### src/rtl/vga_sync_receiver.sv
// VGA sync receiver: recovers line/frame timing from hsync/vsync, locks onto
// the expected raster, regenerates display enable and pixel coordinates, and
// captures the colour at a selectable probe coordinate.
module vga_sync_receiver #(
    parameter int H_TOTAL     = 800,
    parameter int V_TOTAL     = 525,
    parameter int H_START     = 144,
    parameter int V_START     = 35,
    parameter int H_DISPLAY   = 640,
    parameter int V_DISPLAY   = 480,
    parameter int LOCK_FRAMES = 2
) (
    input  logic       clk,
    input  logic       rst_n,
    input  logic       hsync_in,
    input  logic       vsync_in,
    input  logic [5:0] rgb_in,
    input  logic [9:0] probe_x,
    input  logic [9:0] probe_y,
    output logic       de,
    output logic [9:0] pix_x,
    output logic [9:0] pix_y,
    output logic [5:0] rgb_out,
    output logic       locked,
    output logic [9:0] h_period,
    output logic [9:0] v_period,
    output logic [5:0] probe_color,
    output logic       probe_valid,
    output logic [7:0] frame_count,
    output logic       sync_error
);

    localparam logic [9:0] CNT_MAX     = 10'd1023;
    localparam logic [9:0] H_TOTAL_C   = 10'(H_TOTAL);
    localparam logic [9:0] V_TOTAL_C   = 10'(V_TOTAL);
    localparam logic [9:0] H_START_C   = 10'(H_START);
    localparam logic [9:0] V_START_C   = 10'(V_START);
    localparam logic [9:0] H_END_C     = 10'(H_START + H_DISPLAY);
    localparam logic [9:0] V_END_C     = 10'(V_START + V_DISPLAY);
    localparam logic [9:0] H_DISPLAY_C = 10'(H_DISPLAY);
    localparam logic [9:0] V_DISPLAY_C = 10'(V_DISPLAY);
    localparam logic [7:0] LOCK_C      = 8'(LOCK_FRAMES);

    typedef enum logic [1:0] {
        ST_SEARCH = 2'd0,
        ST_VERIFY = 2'd1,
        ST_LOCKED = 2'd2
    } lock_state_t;

    // Counters stick at their maximum instead of wrapping so that a missing
    // sync can never alias back onto a plausible count.
    function automatic logic [9:0] sat_inc(input logic [9:0] value);
        if (value == CNT_MAX) begin
            sat_inc = CNT_MAX;
        end else begin
            sat_inc = value + 10'd1;
        end
    endfunction

    // Input capture and one cycle of history for edge detection
    logic       hs_r, vs_r, hs_d_r, vs_d_r;
    logic [5:0] rgb_r;
    // Raster measurement
    logic [9:0] h_cnt_r, v_cnt_r, h_period_r, v_period_r;
    logic       h_seen_r, frame_pend_r;
    // Lock tracking
    lock_state_t state_r, state_next_s;
    logic [7:0]  good_cnt_r, good_next_s;
    logic        locked_r, sync_error_r;
    logic [7:0]  frame_count_r;
    // Display and probe outputs
    logic       de_r, probe_valid_r;
    logic [9:0] pix_x_r, pix_y_r;
    logic [5:0] rgb_out_r, probe_color_r;
    // Derived strobes
    logic       hs_edge_s, vs_edge_s, frame_start_s, mismatch_s, active_s, probe_hit_s;
    logic [9:0] h_meas_s, v_meas_s;

    // Register the raw syncs and colour once; everything else uses these copies
    always_ff @(posedge clk or negedge rst_n) begin
        if (!rst_n) begin
            hs_r   <= 1'b0;
            vs_r   <= 1'b0;
            hs_d_r <= 1'b0;
            vs_d_r <= 1'b0;
            rgb_r  <= 6'd0;
        end else begin
            hs_r   <= hsync_in;
            vs_r   <= vsync_in;
            hs_d_r <= hs_r;
            vs_d_r <= vs_r;
            rgb_r  <= rgb_in;
        end
    end

    // Edge strobes, frame start, measured lengths and lock-loss conditions
    always_comb begin
        hs_edge_s     = hs_r & ~hs_d_r;
        vs_edge_s     = vs_r & ~vs_d_r;
        // A vsync edge coinciding with an hsync edge is taken as arriving first.
        frame_start_s = hs_edge_s & (frame_pend_r | vs_edge_s);
        h_meas_s      = sat_inc(h_cnt_r);
        v_meas_s      = sat_inc(v_cnt_r);
        mismatch_s    = (hs_edge_s && h_seen_r && (h_meas_s != H_TOTAL_C))
                     || (h_cnt_r == H_TOTAL_C)
                     || (frame_start_s && (v_meas_s != V_TOTAL_C))
                     || (v_cnt_r == V_TOTAL_C);
        active_s      = locked_r
                     && (h_cnt_r >= H_START_C) && (h_cnt_r < H_END_C)
                     && (v_cnt_r >= V_START_C) && (v_cnt_r < V_END_C);
        probe_hit_s   = de_r && (pix_x_r == probe_x) && (pix_y_r == probe_y)
                     && (probe_x < H_DISPLAY_C) && (probe_y < V_DISPLAY_C);
    end

    // Horizontal counter and line-length measurement
    always_ff @(posedge clk or negedge rst_n) begin
        if (!rst_n) begin
            h_cnt_r    <= 10'd0;
            h_period_r <= 10'd0;
            h_seen_r   <= 1'b0;
        end else if (hs_edge_s) begin
            h_cnt_r  <= 10'd0;
            h_seen_r <= 1'b1;
            // The first edge after reset has no preceding edge to measure from.
            if (h_seen_r) begin
                h_period_r <= h_meas_s;
            end
        end else begin
            h_cnt_r <= sat_inc(h_cnt_r);
        end
    end

    // Vertical counter, pending-frame flag and frame-length measurement
    always_ff @(posedge clk or negedge rst_n) begin
        if (!rst_n) begin
            v_cnt_r      <= 10'd0;
            v_period_r   <= 10'd0;
            frame_pend_r <= 1'b0;
        end else if (frame_start_s) begin
            v_cnt_r      <= 10'd0;
            v_period_r   <= v_meas_s;
            frame_pend_r <= 1'b0;
        end else if (vs_edge_s) begin
            frame_pend_r <= 1'b1;
        end else if (hs_edge_s) begin
            v_cnt_r <= sat_inc(v_cnt_r);
        end
    end

    // Lock FSM next-state logic
    always_comb begin
        state_next_s = state_r;
        good_next_s  = good_cnt_r;
        case (state_r)
            ST_SEARCH: begin
                if (frame_start_s) begin
                    state_next_s = ST_VERIFY;
                    good_next_s  = 8'd0;
                end else begin
                    state_next_s = ST_SEARCH;
                end
            end
            ST_VERIFY: begin
                if (mismatch_s) begin
                    state_next_s = ST_SEARCH;
                    good_next_s  = 8'd0;
                end else if (frame_start_s) begin
                    good_next_s = good_cnt_r + 8'd1;
                    if ((good_cnt_r + 8'd1) >= LOCK_C) begin
                        state_next_s = ST_LOCKED;
                    end else begin
                        state_next_s = ST_VERIFY;
                    end
                end else begin
                    state_next_s = ST_VERIFY;
                end
            end
            ST_LOCKED: begin
                if (mismatch_s) begin
                    state_next_s = ST_SEARCH;
                    good_next_s  = 8'd0;
                end else begin
                    state_next_s = ST_LOCKED;
                end
            end
            default: begin
                state_next_s = ST_SEARCH;
                good_next_s  = 8'd0;
            end
        endcase
    end

    // Lock FSM state, lock/error flags and locked-frame counter
    always_ff @(posedge clk or negedge rst_n) begin
        if (!rst_n) begin
            state_r       <= ST_SEARCH;
            good_cnt_r    <= 8'd0;
            locked_r      <= 1'b0;
            sync_error_r  <= 1'b0;
            frame_count_r <= 8'd0;
        end else begin
            state_r      <= state_next_s;
            good_cnt_r   <= good_next_s;
            locked_r     <= (state_next_s == ST_LOCKED);
            sync_error_r <= (state_r == ST_LOCKED) && (state_next_s == ST_SEARCH);
            // Held across loss of lock; only reset clears it.
            if (frame_start_s && (state_r == ST_LOCKED)) begin
                frame_count_r <= frame_count_r + 8'd1;
            end
        end
    end

    // Display enable, coordinates and colour, all zero outside the active area
    always_ff @(posedge clk or negedge rst_n) begin
        if (!rst_n) begin
            de_r      <= 1'b0;
            pix_x_r   <= 10'd0;
            pix_y_r   <= 10'd0;
            rgb_out_r <= 6'd0;
        end else if (active_s) begin
            de_r      <= 1'b1;
            pix_x_r   <= h_cnt_r - H_START_C;
            pix_y_r   <= v_cnt_r - V_START_C;
            rgb_out_r <= rgb_r;
        end else begin
            de_r      <= 1'b0;
            pix_x_r   <= 10'd0;
            pix_y_r   <= 10'd0;
            rgb_out_r <= 6'd0;
        end
    end

    // Capture the colour shown at the probe coordinate
    always_ff @(posedge clk or negedge rst_n) begin
        if (!rst_n) begin
            probe_color_r <= 6'd0;
            probe_valid_r <= 1'b0;
        end else begin
            probe_valid_r <= probe_hit_s;
            if (probe_hit_s) begin
                probe_color_r <= rgb_out_r;
            end
        end
    end

    assign de          = de_r;
    assign pix_x       = pix_x_r;
    assign pix_y       = pix_y_r;
    assign rgb_out     = rgb_out_r;
    assign locked      = locked_r;
    assign h_period    = h_period_r;
    assign v_period    = v_period_r;
    assign probe_color = probe_color_r;
    assign probe_valid = probe_valid_r;
    assign frame_count = frame_count_r;
    assign sync_error  = sync_error_r;

endmodule

### config.mk
export PLATFORM = sky130hd
export DESIGN_NAME = vga_sync_receiver
export DESIGN_NICKNAME = d
export VERILOG_FILES = /design/src/rtl/vga_sync_receiver.sv
export SDC_FILE = /design/constraint.sdc
export NUM_CORES = 1
export LEC_CHECK = 0
export ABC_CLOCK_PERIOD_IN_PS = 3500
export BUFFER_PORTS_ARGS = -buffer_cell sky130_fd_sc_hd__buf_2
export CAP_MARGIN = 20
export CORE_MARGIN = 2
export CORE_UTILIZATION = 56
export DETAILED_ROUTE_END_ITERATION = 6
export GPL_TIMING_DRIVEN = 0
export PLACE_DENSITY = 0.85
export SYNTH_ARGS = -nofsm -noshare
export SYNTH_HDL_FRONTEND = slang
export SYNTH_SLANG_ARGS = --single-unit
### constraint.sdc
create_clock -name clk -period 3.5 [get_ports clk]
set_clock_uncertainty 0.2 [all_clocks]
set_input_delay 0.35 -clock clk [delete_from_list [all_inputs] [get_ports clk]]
set_output_delay 0.35 -clock clk [all_outputs]
set_load 0.02 [all_outputs]
# After elaboration in Yosys (flattened, before gate mapping)
# Index checks and enable logic that the tools add are counted.
classes:
  reduce_logical: 23
  bitwise: 6
  n_mux: 23
  n_lt_le_gt_ge: 7
  eq_ne: 15
  add_sub_neg: 6
ops:
  columns: ["op", "n"]
  rows:
  - ["2-to-1 mux 10 bit", 8]
  - ["== test 10 bit (second input constant)", 4]
  - ["2-to-1 mux 8 bit", 4]
  - ["< comparator 10 bit (second input constant)", 3]
  - ["case mux 8 bit (3 select lines)", 1]
  - ["adder 10 x 1 -> 10 bit (second input constant)", 2]
  - ["== test 10 bit", 2]
  - ["!= test 10 bit (second input constant)", 2]
  - ["adder 8 x 1 -> 8 bit (second input constant)", 2]
  - ["logical AND 1 bit", 13]
  - [">= comparator 10 x 6 -> 1 bit (second input constant)", 1]
  - [">= comparator 10 x 8 -> 1 bit (second input constant)", 1]
  - ["< comparator 10 x 9 -> 1 bit (second input constant)", 1]
  - ["subtractor 10 x 6 -> 10 bit (second input constant)", 1]
  - ["subtractor 10 x 8 -> 10 bit (second input constant)", 1]
  - [">= comparator 8 x 2 -> 1 bit (second input constant)", 1]
  - ["2-to-1 mux 2 bit", 4]
  - ["2-to-1 mux 6 bit", 1]
  - ["case mux 2 bit (3 select lines)", 1]
  - ["== test 2 bit (second input constant)", 2]
  - ["logical NOT 2 bit", 2]
  - ["2-to-1 mux 1 bit", 4]
  - ["!= test 2 bit (second input constant)", 2]
  - ["AND reduction 2 bit", 2]
  - ["other kinds (9)", 15]
totals:
  register_bits: 106
  out_inout_bits: 64
  inputBits: 30
  wordCells: 102

# Logic depth before layout (Yosys ltp)
logic_depth:
  word_depth: 11
  ltp_mapped: 9
  depth_no_buf: 9

# Worst setup path after synthesis
# OpenSTA, ideal clock, no wires.
synth_path:
  path_kind: "reg2reg"
  from: "reg h_cnt_r[0]"
  to: "reg good_cnt_r[7]"
  required_ns: 3.231
  stages_incl_launch_ff: 9
  setup_slack_ns: 0.923
  n_path_buf: 0
  setup_ns: 0.069
  arrival_ns: 2.308
  synth_period_minus_slack_ns: 2.577
  path_cell_list: "dfrtp_1 -> ha_1 -> nand4_1 -> nor2_1 -> a2111oi_4 -> a41oi_4 -> nand4b_4 -> or4_1 -> nand3_1"
synth_between:
  elab_chain_cells: 9
  word_cells_on_any_way: 14
  cone_classes: "1 x add/sub; 5 x eq/ne; 3 x mux; 5 x reduce/logical"
synth_lines:
  columns: ["element", "line", "source"]
  rows:
  - ["start, declared", "64", "logic [9:0] h_cnt_r, v_cnt_r, h_period_r, v_period_r;"]
  - ["start signal, assigned", "129", "h_cnt_r <= sat_inc(h_cnt_r);"]
  - ["adder 10 x 1 -> 10 bit / == test 10 bit (equally long branches)", "56, 53", null]
  - ["2-to-1 mux 10 bit", "53", "if (value == CNT_MAX) begin"]
  - ["!= test 10 bit", "104", "mismatch_s = (hs_edge_s && h_seen_r && (h_meas_s != H_TOTAL_C))"]
  - ["logical AND 1 bit", "104", null]
  - ["logical OR 1 bit *", "105", "|| (h_cnt_r == H_TOTAL_C)"]
  - ["logical OR 1 bit *", "106", "|| (frame_start_s && (v_meas_s != V_TOTAL_C))"]
  - ["logical OR 1 bit *", "107", "|| (v_cnt_r == V_TOTAL_C);"]
  - ["!= test 3 bit (no line), or another cell as far along", null, null]
  - ["AND reduction 3 bit (no line) / case mux 8 bit (3 select lines) (equally long branches)", null, null]
  - ["end signal, assigned", "203", "good_cnt_r <= good_next_s;"]
  - ["end, declared", "68", "logic [7:0] good_cnt_r, good_next_s;"]
# Every way passes the cells marked *; elsewhere a longest branch is shown, timed or not.
# A chain may end at the register's enable or synchronous reset.

# Worst setup path in the final report
layout_path:
  from: "reg h_cnt_r[0]"
  to: "reg good_cnt_r[3]"
# The elaborated chain is that of the path after synthesis.

==> qor.yml <==
place_ws_ps: 552
setup_viol_count_final: 0
postCtsSetupRepairBufs: 0
dr.pass1.iters: 5
utilization_pct: 67.2
wl_per_cell_um: 15.4
grt_setup_unrepaired: "no"
core-area_um2: 9110
whs_path_depth: 3
syn_avg_cell_area_um2: 9.93
worst_slack_ps: 437
synth_cell_types: 63
drtAntennaViolNets: 0
status: "completed"
cts_resized: 0
peakVddDrop_mv: 0.225
worstReg2RegEnd: "good_cnt_r[3]"
top_layer: "met4"
finalPower_mw: 2.54
wl_um: 11600
max_stage_delay_ps: 480
antenna_found_initial: 0
holdWs_ps: 106
cap_violations: 0
numCtsBuffers: 9
die_w_um: 100
drive_gt1_share_pct: 21.5
synthCells: 523
r2r_setup_slack_ps: 440
power_leakage_nw: 3.04
worst_ep_required_time_ps: 3540
min_to: "probe_valid"
power_density_nw_per_um2: 414
synth_area_leaders: "dfrtp_1, nor2_1, xor2_1"
crit_buf_inv: 0
grt_pass1_vias: 4003
slew_viol_final: 0
root_buffer: "clkbuf_8"
drc_errors: 0
ys_ff_latch: 106
gp_congestion: 0.920
grt_max_degree: 56
num_antenna_cells: 0
clock_latency_ps: 380
port_buffers: 93
dp.cells: 728
viasPerCell: 5.76
htreeDepth: 3
synthArstFlopShare_pct: 100
fin_cells: 753
yosysWarningCount: 0
grtUsageTotal_pct: 24.0
die_height_um: 100
min_path_type: "in -> reg"
cts_buffer_depth: 2
worst-r2r-cell-count: 8
cts_num_sinks: 106
wl_met1_um: 5060
critPathTopFamily: "compound AO/OA/AOI/OAI gates"
slowest_stage: "dfrtp_1"
syn_area_um2: 5190
critPathKind: "reg -> reg"
hpwl_um: 8470
yosys.area.top_type: "dfrtp_1"
dieArea_um2: 10100
fmax_ghz: 0.327
synth-edff-count: 0
period_needed_ps: 3060
hold_violations: 0
final_area_um2: 6120
grt_pass1_wl_um: 19200
fin_setup_tns_ps: 0
wl_met3_um: 680
r2r_start: "h_cnt_r[0]"
synth_top_area_share_pct: 51.1
wl_met2_um: 5590
fill_cells: 705
layout.nets: 678
grt_overflow: 0
ios: 94
cp_cell_sequence: "ha_1 > nand4_1 > nor3_2 > nor4_2 > a41oi_4 > a21boi_1 > o31ai_1 > o41ai_1"
crit_arrival_ps: 3100
postPlaceCellArea_um2: 5830
worstMarginPinSlew_ps: 837
synth_seq_area_share_pct: 51.1
syn_to_final_growth_pct: 17.9
min_from: "probe_y[9]"
crit_path_end_kind: "flip-flop"
std_cell_rows: 35
cp_max_fo: 10
cts_tree: "built"
path_clk_slew_ps: 120
cp-start-kind: "flip-flop"
ys.flop_type: "dfrtp_1"
fin_crit_sh_pct: 87.5
vias: 4339
drt_first_iter_violations: 308
syn_nets: 564
start_util_pct: 57.0
maxSlewHeadroom_pct: 43.8
where the power goes:
part           total (mW)  internal, mW  switching [mW]
clock network       0.756         0.286           0.470
logic               0.439         0.161           0.278
registers            1.34          1.29          0.0470
total                2.54          1.74           0.795
cell type report:
type,instances,area (µm²),area share [%]
inverters,15,56.3,0.920
multi-input cells,374,2360,38.6
well taps,111,139,2.27
clock inverters,7,80.1,1.31
flip-flops and latches,106,2650,43.3
plain buffers,28,124,2.02
repair buffers,103,586,9.56
clock buffers,9,124,2.02
registers in the layout, summed over array words and instances, names as in the netlist, 2 cells and up:
name         count
h_cnt_r         10
h_period        10
pix_x           10
pix_y           10
v_cnt_r         10
v_period        10
frame_count      8
good_cnt_r       8
probe_color      6
rgb_out          6
rgb_r            6
state_r          2
cells by family (layout without fill, tap and decap cells):
group	after synthesis	in the layout	synth area share [%]
multiplexers	8	8	1.71
adder cells (fa/ha/maj)	11	11	2.65
AND/OR/NAND/NOR	218	218	21.7
AO/OA/AOI/OAI	95	95	12.3
flip-flops	106	106	51.1
buffers and inverters	43	162	3.47
XOR/XNOR	42	42	7.08
worst max path at each step:
stage / end / startpoint / cells past startpoint
after floorplan: good_cnt_r[7] / h_cnt_r[0] / 8
after global placement: good_cnt_r[3] / h_cnt_r[5] / 8
after detailed placement: good_cnt_r[3] / h_cnt_r[0] / 8
after CTS: good_cnt_r[3] / h_cnt_r[0] / 8
after global routing: good_cnt_r[3] / h_cnt_r[5] / 8
final: good_cnt_r[3] / h_cnt_r[0] / 8
synth_stat cells, types with 7 or more instances:
| master | instances |
|---|---|
| a21oi_1 | 21 |
| a31oi_1 | 11 |
| and2_1 | 14 |
| and3_1 | 14 |
| clkbuf_1 | 18 |
| dfrtp_1 | 106 |
| ha_1 | 11 |
| inv_1 | 15 |
| mux2_2 | 7 |
| nand2_1 | 43 |
| nand3_1 | 20 |
| nand4_1 | 11 |
| nor2_1 | 63 |
| nor3_1 | 12 |
| nor4_1 | 8 |
| o21ai_0 | 30 |
| xnor2_1 | 20 |
| xor2_1 | 22 |
metal layers:
| layer | vias to the layer above | track usage [%] |
|---|---|---|
| li1 | 2066 | - |
| met1 | 2078 | 32.1 |
| met2 | 169 | 39.2 |
| met3 | 26 | 3.90 |
| met4 | 0 | 9.91 |
| met5 | - | 0 |
what timing repair did:
item                                    in CTS  in global routing
endpoints found under the setup margin       0                  0
hold endpoints to repair                    59                  0
hold buffers                                 9                  0
layout by cell type (no fill, tap or decap), drive strengths merged, types with 2 or more instances in the layout:
cell and instances:
xor2 22, nand2b 6, dlygate4sd3 9, nand4b 2
clkinv 2, xnor2 20, nor4 9, nor2b 3
o22ai 3, and4 4, and3b 2, a21o 2
buf 104, a21oi 22, nor2 64, o21ai 31
o41ai 3, mux2 7, ha 11, nand2 43
nor3b 2, and2 14, dfrtp 106, inv 19
a22o 2, nand3b 2, nand4 11, clkbuf 27
nor3 14, a211oi 2, a31oi 12, or3 3
and3 15, o31ai 5, nand3 21
worst reg2reg max path, stage by stage, from the launching register on:
cell      delay, ps
dfrtp_1         480
ha_1            290
nand4_1         270
nor3_2          460
nor4_2          130
a41oi_4         420
a21boi_1        250
o31ai_1         300
o41ai_1         120
(Power assumes the default switching activity.)
